==> config.mk <==
export PLATFORM = sky130hd
export DESIGN_NAME = signed_divider_seq
export DESIGN_NICKNAME = d
export VERILOG_FILES = /design/src/rtl/signed_divider_seq.sv
export SDC_FILE = /design/constraint.sdc
export NUM_CORES = 1
export LEC_CHECK = 0
export CAP_MARGIN = 20
export CORE_MARGIN = 3
export CORE_UTILIZATION = 50
export DETAILED_ROUTE_END_ITERATION = 16
export PLACE_DENSITY = 0.8
export SLEW_MARGIN = 20
export SYNTH_ARGS = -nofsm -noshare
export SYNTH_HDL_FRONTEND = slang
export SYNTH_SLANG_ARGS = --single-unit
==> constraint.sdc <==
create_clock -name clk -period 3.1 [get_ports clk]
set_input_delay 0.465 -clock clk [delete_from_list [all_inputs] [get_ports clk]]
set_output_delay 0.465 -clock clk [all_outputs]
set_load 0.01 [all_outputs]
==> src/rtl/signed_divider_seq.sv <==
// signed_divider_seq: sequential sign-magnitude divider, restoring shift-subtract, one quotient bit per clock
//   clk         rising-edge clock
//   rst_n       asynchronous active-low reset
//   start       launch request, accepted in IDLE or FINISH
//   A, B        dividend / divisor, sign-magnitude (sign in MSB)
//   busy        high while the iteration is in progress
//   done        one-cycle pulse when results update
//   Quotient    signed quotient, sign-magnitude, truncating
//   Remainder   signed remainder, sign-magnitude, takes the dividend sign
//   div_by_zero divisor magnitude was zero; held with the results
module signed_divider_seq #(
   parameter int WIDTH = 8
) (
   input  logic             clk,
   input  logic             rst_n,
   input  logic             start,
   input  logic [WIDTH-1:0] A,
   input  logic [WIDTH-1:0] B,
   output logic             busy,
   output logic             done,
   output logic [WIDTH-1:0] Quotient,
   output logic [WIDTH-1:0] Remainder,
   output logic             div_by_zero
);
   localparam int M  = WIDTH - 1;
   localparam int CW = $clog2(WIDTH);
   localparam logic [CW-1:0] M_C = CW'(M);
   typedef enum logic [1:0] {IDLE, CALC, FINISH} state_t;
   state_t           state_q, state_d;
   // aq holds the dividend magnitude; quotient bits shift in from the bottom as dividend bits leave the top
   logic [M-1:0]     aq_q, aq_d, b_q, b_d;
   logic [M:0]       rem_q, rem_d, rem_sh, rem_sub;
   logic [CW-1:0]    cnt_q, cnt_d;
   logic             sa_q, sa_d, sb_q, sb_d, ge;
   logic [WIDTH-1:0] quo_q, quo_d, rmd_q, rmd_d;
   logic             dbz_q, dbz_d;
   always_ff @(posedge clk or negedge rst_n) begin
      if (!rst_n) begin
         state_q <= IDLE;
         aq_q    <= '0;
         b_q     <= '0;
         rem_q   <= '0;
         cnt_q   <= '0;
         sa_q    <= 1'b0;
         sb_q    <= 1'b0;
         quo_q   <= '0;
         rmd_q   <= '0;
         dbz_q   <= 1'b0;
      end else begin
         state_q <= state_d;
         aq_q    <= aq_d;
         b_q     <= b_d;
         rem_q   <= rem_d;
         cnt_q   <= cnt_d;
         sa_q    <= sa_d;
         sb_q    <= sb_d;
         quo_q   <= quo_d;
         rmd_q   <= rmd_d;
         dbz_q   <= dbz_d;
      end
   end
   always_comb begin
      state_d = state_q;
      aq_d    = aq_q;
      b_d     = b_q;
      rem_d   = rem_q;
      cnt_d   = cnt_q;
      sa_d    = sa_q;
      sb_d    = sb_q;
      quo_d   = quo_q;
      rmd_d   = rmd_q;
      dbz_d   = dbz_q;
      rem_sh  = (rem_q << 1) | {{M{1'b0}}, aq_q[M-1]};
      rem_sub = rem_sh - {1'b0, b_q};
      ge      = rem_sh >= {1'b0, b_q};
      case (state_q)
         IDLE, FINISH: begin
            state_d = start ? CALC : IDLE;
            if (start) begin
               aq_d  = A[M-1:0];
               b_d   = B[M-1:0];
               // a negative zero operand is folded to +0 here
               sa_d  = A[M] & (|A[M-1:0]);
               sb_d  = B[M] & (|B[M-1:0]);
               rem_d = '0;
               cnt_d = M_C;
            end
         end
         CALC: begin
            if (b_q == '0) begin
               state_d = FINISH;
               dbz_d   = 1'b1;
               quo_d   = '0;
               rmd_d   = {sa_q, aq_q};
            end else begin
               rem_d = ge ? rem_sub : rem_sh;
               aq_d  = {aq_q[M-2:0], ge};
               cnt_d = cnt_q - 1'b1;
               if (cnt_q == CW'(1)) begin
                  state_d = FINISH;
                  dbz_d   = 1'b0;
                  quo_d   = {(sa_q ^ sb_q) & (|aq_d), aq_d};
                  rmd_d   = {sa_q & (|rem_d[M-1:0]), rem_d[M-1:0]};
               end
            end
         end
         default: state_d = IDLE;
      endcase
   end
   assign busy        = state_q == CALC;
   assign done        = state_q == FINISH;
   assign Quotient    = quo_q;
   assign Remainder   = rmd_q;
   assign div_by_zero = dbz_q;
endmodule

---- Yosys cells after proc, flatten, opt, wreduce, memory -nomap -nowiden ----
Cells that the tools add are included.
cells by class
  add/subtract/negate cells ............... 2
  order comparisons ....................... 1
  equal/unequal tests ..................... 6
  multiplexer cells ....................... 20
  bitwise logic cells ..................... 6
  reduce and logical (&&, ||, !) cells .... 12
operator list
  cell                 count
  $mux 7               5
  $mux 8               4
  $pmux 7 s2           2
  $reduce_or 7->1      4
  $ge 8x7->1           1
  $or 8x1->8           1
  $logic_not 7->1      1
  $sub 7x7->7          1
  $mux 3               2
  $pmux 3 s2           1
  $and 1x1->1          4
  $mux 2               2
  $ne 2x2->1 const B   2
  $pmux 2 s2           1
  $reduce_and 2->1     2
  $reduce_bool 2->1    2
  $eq 3x1->1 const B   1
  $mux 1               3
  $ne 3x1->1 const B   1
  $reduce_and 3->1     1
  $sub 3x1->3 const B  1
  $eq 2x1->1 const B   1
  $eq 2x2->1 const B   1
  $logic_not 2->1      1
  other kinds (2)      2
word-level totals
  flip-flop bits (word level) ............. 45
  input port bits ......................... 19
  output and inout bits ................... 19

---- Logic depth before layout (Yosys ltp) ----
Gate-level depths: netlist of the first run.
  depth in word-level cells ............... 7
  depth in mapped cells ................... 11

---- Worst setup path after synthesis of the first run ----
No wires, ideal clock.
  kind .................................... reg-to-reg
  from .................................... register aq_q[6]
  to ...................................... register rmd_q[3] (netlist: Remainder[3])
  library setup time ...................... 121 ps
  arrival time ............................ 2294 ps
  path slack .............................. 685 ps
  cell stages (with the launch flop) ...... 12
  clock period less this slack ............ 2415 ps
  path through ............................ dfrtp_1 -> inv_1 -> ha_1 -> inv_1 -> fa_1 -> a211oi_4 -> nor3_2 -> nor3_4 -> buf_4 -> mux2i_1 -> o21ai_0 -> a22o_1
between the ends
  cells in the longest elaborated chain, start to end .. 5
ends and longest elaborated chain
  what                                              RTL line  RTL
  start, declared                                   31        logic [M-1:0] aq_q, aq_d, b_q, b_d;
  start signal, assigned                            51        aq_q <= aq_d;
  $or 8x1->8 (*)                                    73        rem_sh = (rem_q << 1) | {{M{1'b0}}, aq_q[M-1]};
  $sub 7x7->7 / $ge 8x7->1 (equally long branches)  74, 75
  $mux 7 (*)                                        96        rem_d = ge ? rem_sub : rem_sh;
  $mux 8 (*)                                        99        if (cnt_q == CW'(1)) begin
  $mux 8 (*)                                        90        if (b_q == '0) begin
  end signal, assigned                              58        rmd_q <= rmd_d;
  end, declared                                     35        logic [WIDTH-1:0] quo_q, quo_d, rmd_q, rmd_d;
Every way passes the cells marked *; elsewhere a longest branch is shown, timed or not. The select of a mux whose other input is x is not followed.
A chain may end at the register's enable or synchronous reset.

---- Worst setup path after layout of the first run ----
  from .................................... register aq_q[6]
  to ...................................... register rmd_q[7] (netlist: Remainder[7])
between the ends
  cells in the longest elaborated chain, start to end .. 7
ends and longest elaborated chain
  what                                              RTL line  RTL
  $or 8x1->8 (*)                                    73
  $sub 7x7->7 / $ge 8x7->1 (equally long branches)  74, 75
  $mux 7 (*)                                        96
  $reduce_or 7->1 (*)                               103       rmd_d = {sa_q & (|rem_d[M-1:0]), rem_d[M-1:0]};
  $and 1x1->1 (*)                                   103
  $mux 8 (*)                                        99
  $mux 8 (*)                                        90
Marks and branches as above.

==> flow_summary_export.csv, run 1 <==
group,metric,value,unit
floorplanning,ioPinCount,38,
clock_network,ctsLongestPathBuffers,2,
outcome,outcome,"finished clean",
worst_setup_path,cp_common_cell,"inv_1",
yosys,postSynth.asyncResetShare,1.000,
sta,min_period,2.710,ns
finish,final_net_count,319,
yosys,synth_top_area_share,0.4787,
sta,period_share,0.8741,
yosys,syn_nets,277,
global_route,grt.overflow.total,0,
worst_setup_path,end_kind,"flop",
worst_setup_path,cp_cell_sequence,"inv_1, ha_1, inv_1, fa_1, a211oi_4, nor3_2, nor3_4, buf_12, a21oi_1, a2111oi_2, a31oi_1",
worst_setup_path,crit_path_top_delay_cell,"fa_1",
place,dp.cells,332,
clock_network,cts.sinks,45,
yosys,synth_area_leaders,"dfrtp_1 (48%), o21ai_0 (5.1%), ha_1 (4.8%), nand2_1 (4.8%), nor2_1 (3.7%)",
place,dp_hpwl,4102,µm
yosys,seq_area_frac_synth,0.4787,
sta,max_slew_margin,0.3251,
worst_setup_path,max_stage_delay,0.44,ns
power,power_density,1319,nW/µm²
global_route,grt_usage,0.2171,
finish,filler_cell_count,360,
power,p_leak,0.001283,µW
clock_network,cts.htree.levels,2,
clock_network,tritoncts,"built",
yosys,ys.flop_type,"dfrtp_1",
floorplanning,rows,24,
route,antenna_left,0,
clock_network,clock-root-buffer,"clkbuf_8",
worst_setup_path,crit_required,3.27,ns
route,drt-total-wl,5711,µm
yosys,ys_types,46,
place,dp_slack,0.2554,ns
worst_setup_path,ff2ff_setup_slack,0.39,ns
clock_network,clock_latency,0.31,ns
route,drt_iter0_markers,166,
sta,fin_ws,0.3904,ns
global_route,grt_antenna_before_repair,0,
worst_setup_path,start_kind,"flop",
floorplanning,core_area,4444,µm²
route,dr.pass1.iters,4,
clock_network,path_clk_slew,0.09,ns
yosys,yosys_warnings,0,
sta,whs,0.3022,ns
route,vias,2013,
floorplanning,fp.dieH,74.59,µm
sta,rsz0062_at_grt,"false",
power,ir_drop,687.7,µV
worst_setup_path,worst-path-buf-inv,3,
worst_setup_path,reg2reg_to,"Remainder[7]",
finish,syn2layout_area_growth,24.31,%
finish,diodes,0,
route,wire_per_inst,16.65,µm
global_route,grt_pass1_wl,9197,µm
route,routed_via_density,5.869,
sta,hold_violations,0,
clock_network,cts_resized,0,
worst_setup_path,path_class,"reg -> reg",
floorplanning,die_w,74.59,µm
sta,fin_setup_tns,0,ns
run,maxCapViolations,0,
yosys,syn_area,2352,µm²
clock_network,numCtsBuffers,5,
worst_setup_path,cp_top_family,"compound AO/OA/AOI/OAI gates",
place,place.gp.congestion,0.9025,
worst_setup_path,cp_max_fo,13,
sta,slew_violations,0,
finish,drive_above_1_share,0.07904,
worst_setup_path,r2r_start,"aq_q[6]",
global_route,grt_pass1_vias,1878,
yosys,synth_edf_count,0,
worst_setup_path,reg2reg_depth,11,
sta,finClkSkew,0.008565,ns
floorplanning,initial_utilization,0.5293,
sta,worstMarginPinSlew,1.006,ns
sta,finalSetupViolCount,0,
place,port_buffers,37,
yosys,ys_ff_latch,45,
finish,final_area,2924,µm²
yosys,syn_inst,248,
global_route,grt_max_degree,46,
floorplanning,dieArea,5564,µm²
route,post-route-drc-count,0,
yosys,postSynthAreaPerCell,9.485,µm²
finish,layoutNonFillerInstCount,343,
sta,fmax,369.1,MHz
hold_path,min_path_type,"in -> async",
place,placed_area,2769,µm²
worst_setup_path,arrival,2.88,ns
yosys,yosysTopAreaCell,"dfrtp_1",
[cells in the final DEF (no fill, tap or decap), drive strengths merged, types with 2 or more instances in the layout]
master         count
clkbuf             6
and2               2
nor4               2
a22o               8
inv               14
ha                 9
nor3               9
a31oi              2
clkdlybuf4s50     36
a21oi             12
buf                7
mux2i              4
o41ai              2
xor2               2
nand3              9
nor2              23
or4                3
mux2               2
dfrtp             45
nand2             30
o22ai              8
o32ai              2
nand2b             3
and2b              2
o21ai             25
a211oi             3
nor2b              4
[kinds of logic (layout without fill, tap and decap cells)]
family	count (synthesis)	after routing	synth area share
flip-flops	45	45	0.4787
adder cells (fa/ha/maj)	10	10	0.05638
XOR/XNOR	3	3	0.01117
multiplexers	6	6	0.02660
buffers and inverters	22	65	0.03777
AO/OA/AOI/OAI	71	71	0.1989
AND/OR/NAND/NOR	91	91	0.1904
[cell type report]
cell class / count / area (µm²) / area share
repair buffers: 43 / 422.9 / 0.1446
multi-input cells: 181 / 1137 / 0.3890
inverters: 14 / 52.55 / 0.01797
flip-flops and latches: 45 / 1126 / 0.3851
clock inverters: 2 / 37.54 / 0.01284
clock buffers: 6 / 82.58 / 0.02824
well taps: 52 / 65.06 / 0.02225
[synth_stat cells (3+ instances only)]
library cell  number
a21oi_1           12
clkbuf_1           5
nand3_1            9
o21ai_0           24
nand2_1           30
nor2b_1            4
or4_1              3
nand2b_1           3
mux2i_1            4
a22o_1             8
o22ai_1            8
ha_1               9
nor2_1            23
nor3_1             7
inv_1             14
dfrtp_1           45
[power by group]
part	internal (µW)	switching (µW)
Combinational	1030	1230
Sequential	880	250
Clock	262	204
Total	2170	1690
[through the flow]
stage          power (µW)  utilization
5_1_grt              4140       0.6579
3_3_place_gp         3198       0.6230
4_1_cts              3729       0.6501
2_1_floorplan        2589            -
6_report             3858       0.6579
3_5_place_dp         3255       0.6230
[routing by layer]
metal	vias up	share of wire	global-route usage
met5	-	0	0
met4	0	0.0098	0.04743
met3	9	0.053	0.04189
met2	61	0.48	0.3376
met1	974	0.46	0.3172
li1	969	-	-
[worst max path at each step]
stage	start	end	slack, ns	cells past startpoint
floorplan	aq_q[6]	Remainder[3]	0.69	11
global placement	aq_q[6]	Remainder[7]	0.36	10
detailed placement	aq_q[6]	Remainder[7]	0.26	10
CTS	aq_q[6]	Remainder[7]	0.24	10
global route	aq_q[6]	Remainder[7]	0.22	11
finish	aq_q[6]	Remainder[7]	0.39	11
[state kept, by name, indices dropped and copies added, names as in the netlist]
name	flops
aq_q	7
rem_q	7
Remainder	8
sa_q	1
state_q	2
Quotient	8
div_by_zero	1
sb_q	1
cnt_q	3
b_q	7
[what timing repair did]
item	CTS	global route
buffers inserted	0	3
endpoints found under the setup margin	0	1
hold buffers	0	0
(Power assumes the default switching activity.)
==> run 2, diff against run 1 <==
--- a/config.mk
+++ b/config.mk
@@ -9,7 +9,8 @@
 export CORE_MARGIN = 3
 export CORE_UTILIZATION = 50
 export DETAILED_ROUTE_END_ITERATION = 16
-export PLACE_DENSITY = 0.8
+export DONT_BUFFER_PORTS = 1
+export PLACE_DENSITY = 0.7
 export SLEW_MARGIN = 20
 export SYNTH_ARGS = -nofsm -noshare
 export SYNTH_HDL_FRONTEND = slang
==> flow_summary_export.csv, run 2 (synthesized netlist as in run 1, its figures left out) <==
group,metric,value,unit
clock_network,path_clk_slew,0.09,ns
sta,finClkSkew,0.006006,ns
power,seqPwrFrac,0.341,
worst_setup_path,cp_max_fo,14,
place,dp_hpwl,3953,µm
sta,period_share,0.8688,
finish,syn2layout_area_growth,7.925,%
power,ir_drop,588.3,µV
finish,drive_above_1_share,0.07937,
run,maxCapViolations,0,
worst_setup_path,end_kind,"flop",
clock_network,cts.sinks,45,
finish,seqCellArea,1126,µm²
worst_setup_path,cp_common_cell,"inv_1",
worst_setup_path,start_kind,"flop",
worst_setup_path,worst-path-buf-inv,3,
power,clock_power_share,0.130,
sta,hold_violations,0,
route,post-route-drc-count,0,
power,p_comb_frac,0.529,
power,sw_frac_of_total,0.4606,
worst_setup_path,max_stage_delay,0.43,ns
finish,final_net_count,280,
finish,diodes,0,
worst_setup_path,cp_cell_sequence,"inv_1, ha_1, inv_1, fa_1, a211oi_4, nor3_2, nor3_4, buf_4, a21oi_1, a2111oi_2, a31oi_1",
route,vias,1839,
finish,multi_input_area,1137,µm²
sta,rsz0062_at_grt,"false",
route,drt_iter0_markers,110,
clock_network,cts.htree.levels,2,
floorplanning,initial_utilization,0.5293,
finish,mostFrequentLayoutCells,"dfrtp_1 (45), nand2_1 (30), o21ai_0 (24)",
finish,filler_cell_count,379,
clock_network,ctsLongestPathBuffers,2,
sta,min_period,2.693,ns
hold_path,min_path_type,"in -> async",
floorplanning,ioPinCount,38,
clock_network,clock-root-buffer,"clkbuf_8",
worst_setup_path,crit_path_top_delay_cell,"fa_1",
route,wire_per_inst,17.55,µm
global_route,grt.overflow.total,0,
global_route,grt_usage,0.2060,
sta,worstMarginPinSlew,0.9113,ns
clock_network,tritoncts,"built",
global_route,grt_max_degree,46,
clock_network,numCtsBuffers,5,
worst_setup_path,cp_top_family,"compound AO/OA/AOI/OAI gates",
power,p_leak,0.001128,µW
floorplanning,dieArea,5564,µm²
worst_setup_path,path_class,"reg -> reg",
route,routed_via_density,6.049,
outcome,outcome,"finished clean",
power,power.total,3486,µW
clock_network,clock_latency,0.30,ns
worst_setup_path,arrival,2.87,ns
route,antenna_left,0,
floorplanning,fp.dieH,74.59,µm
clock_network,cts_resized,0,
sta,max_slew_margin,0.3912,
power,p_int,1880,µW
route,drt-total-wl,5336,µm
global_route,grt_pass1_vias,1728,
power,power_density,1373,nW/µm²
place,place.gp.congestion,0.8574,
global_route,grt_antenna_before_repair,0,
sta,slew_violations,0,
floorplanning,core_area,4444,µm²
place,port_buffers,0,
global_route,grt_pass1_wl,8528,µm
sta,fmax,371.3,MHz
sta,finalSetupViolCount,0,
worst_setup_path,crit_required,3.28,ns
floorplanning,die_w,74.59,µm
sta,fin_setup_tns,0,ns
floorplanning,rows,24,
power,p_sw,1606,µW
finish,final_common_cell,"dfrtp_1",
clock_network,cts_setup_buffers,0,
route,dr.pass1.iters,4,
## run 2: cell types whose count changed in the layout (fill, tap and decap cells not counted), sizes merged
cell	delta
clkdlybuf4s50	-36
buf	-3
clkbuf	-1
clkinv	+1
## run 2: final cells by class
cell class | count | area share
repair buffers | 4 | 0.01676
flip-flops and latches | 45 | 0.4436
clock inverters | 3 | 0.01824
clock buffers | 5 | 0.02711
well taps | 52 | 0.02563
multi-input cells | 181 | 0.4480
inverters | 14 | 0.02070
## run 2: metrics by stage
step / setup WS (ns) / util / area (µm²) / hold WS, ns / cells
finish: 0.4066 / 0.5712 / 2539 / 0.0003955 / 304
global route: 0.2708 / 0.5712 / 2539 / 0.005868 / 304
detailed placement: 0.4202 / 0.5408 / 2404 / 0.1708 / 295
CTS: 0.3978 / 0.5712 / 2539 / 0.003021 / 304
global placement: 0.5297 / 0.5408 / 2404 / 0.1712 / 295
floorplan: 0.6853 / - / 2352 / 0.1694 / 248
## run 2: power by group through the flow
stage / registers [µW] / logic, µW / clock network [µW]
2_1_floorplan: 1110 / 1480 / 0
3_3_place_gp: 1190 / 1800 / 0
3_5_place_dp: 1200 / 1830 / 0
4_1_cts: 1190 / 1850 / 458
5_1_grt: 1220 / 2090 / 483
6_report: 1190 / 1840 / 453
## run 2: layer usage
metal | GRT usage | part of all wire | up-vias
met5 | 0 | 0 | -
met4 | 0.08498 | 0.016 | 0
met3 | 0.04459 | 0.051 | 8
met2 | 0.3063 | 0.48 | 54
met1 | 0.2915 | 0.46 | 883
li1 | - | - | 894
## run 2: what timing repair did
item / in CTS / in global routing
endpoints found under the hold margin: 45 / 0
setup endpoints to repair: 0 / 0
hold buffers: 1 / 0
## run 2: final timing paths
check | start | end | slack [ns] | depth (start not counted)
worst max-delay path | aq_q[6] | Remainder[7] | 0.41 | 11
worst max register to register | aq_q[6] | Remainder[7] | 0.41 | 11
min in group clk | B[0] | b_q[0] | 0.27 | 2
worst min-delay path | rst_n | Quotient[7] | 0.0004 | 1
max in group asynchronous | rst_n | sb_q | 2.89 | 1
worst min register to register | cnt_q[0] | cnt_q[0] | 0.50 | 1
## run 2: worst reg2reg max path, cell delays in order, from the launching register on
cell	delay, ns
dfrtp_1	0.40
inv_1	0.10
ha_1	0.17
inv_1	0.05
fa_1	0.43
a211oi_4	0.31
nor3_2	0.10
nor3_4	0.16
buf_4	0.22
a21oi_1	0.09
a2111oi_2	0.40
a31oi_1	0.13
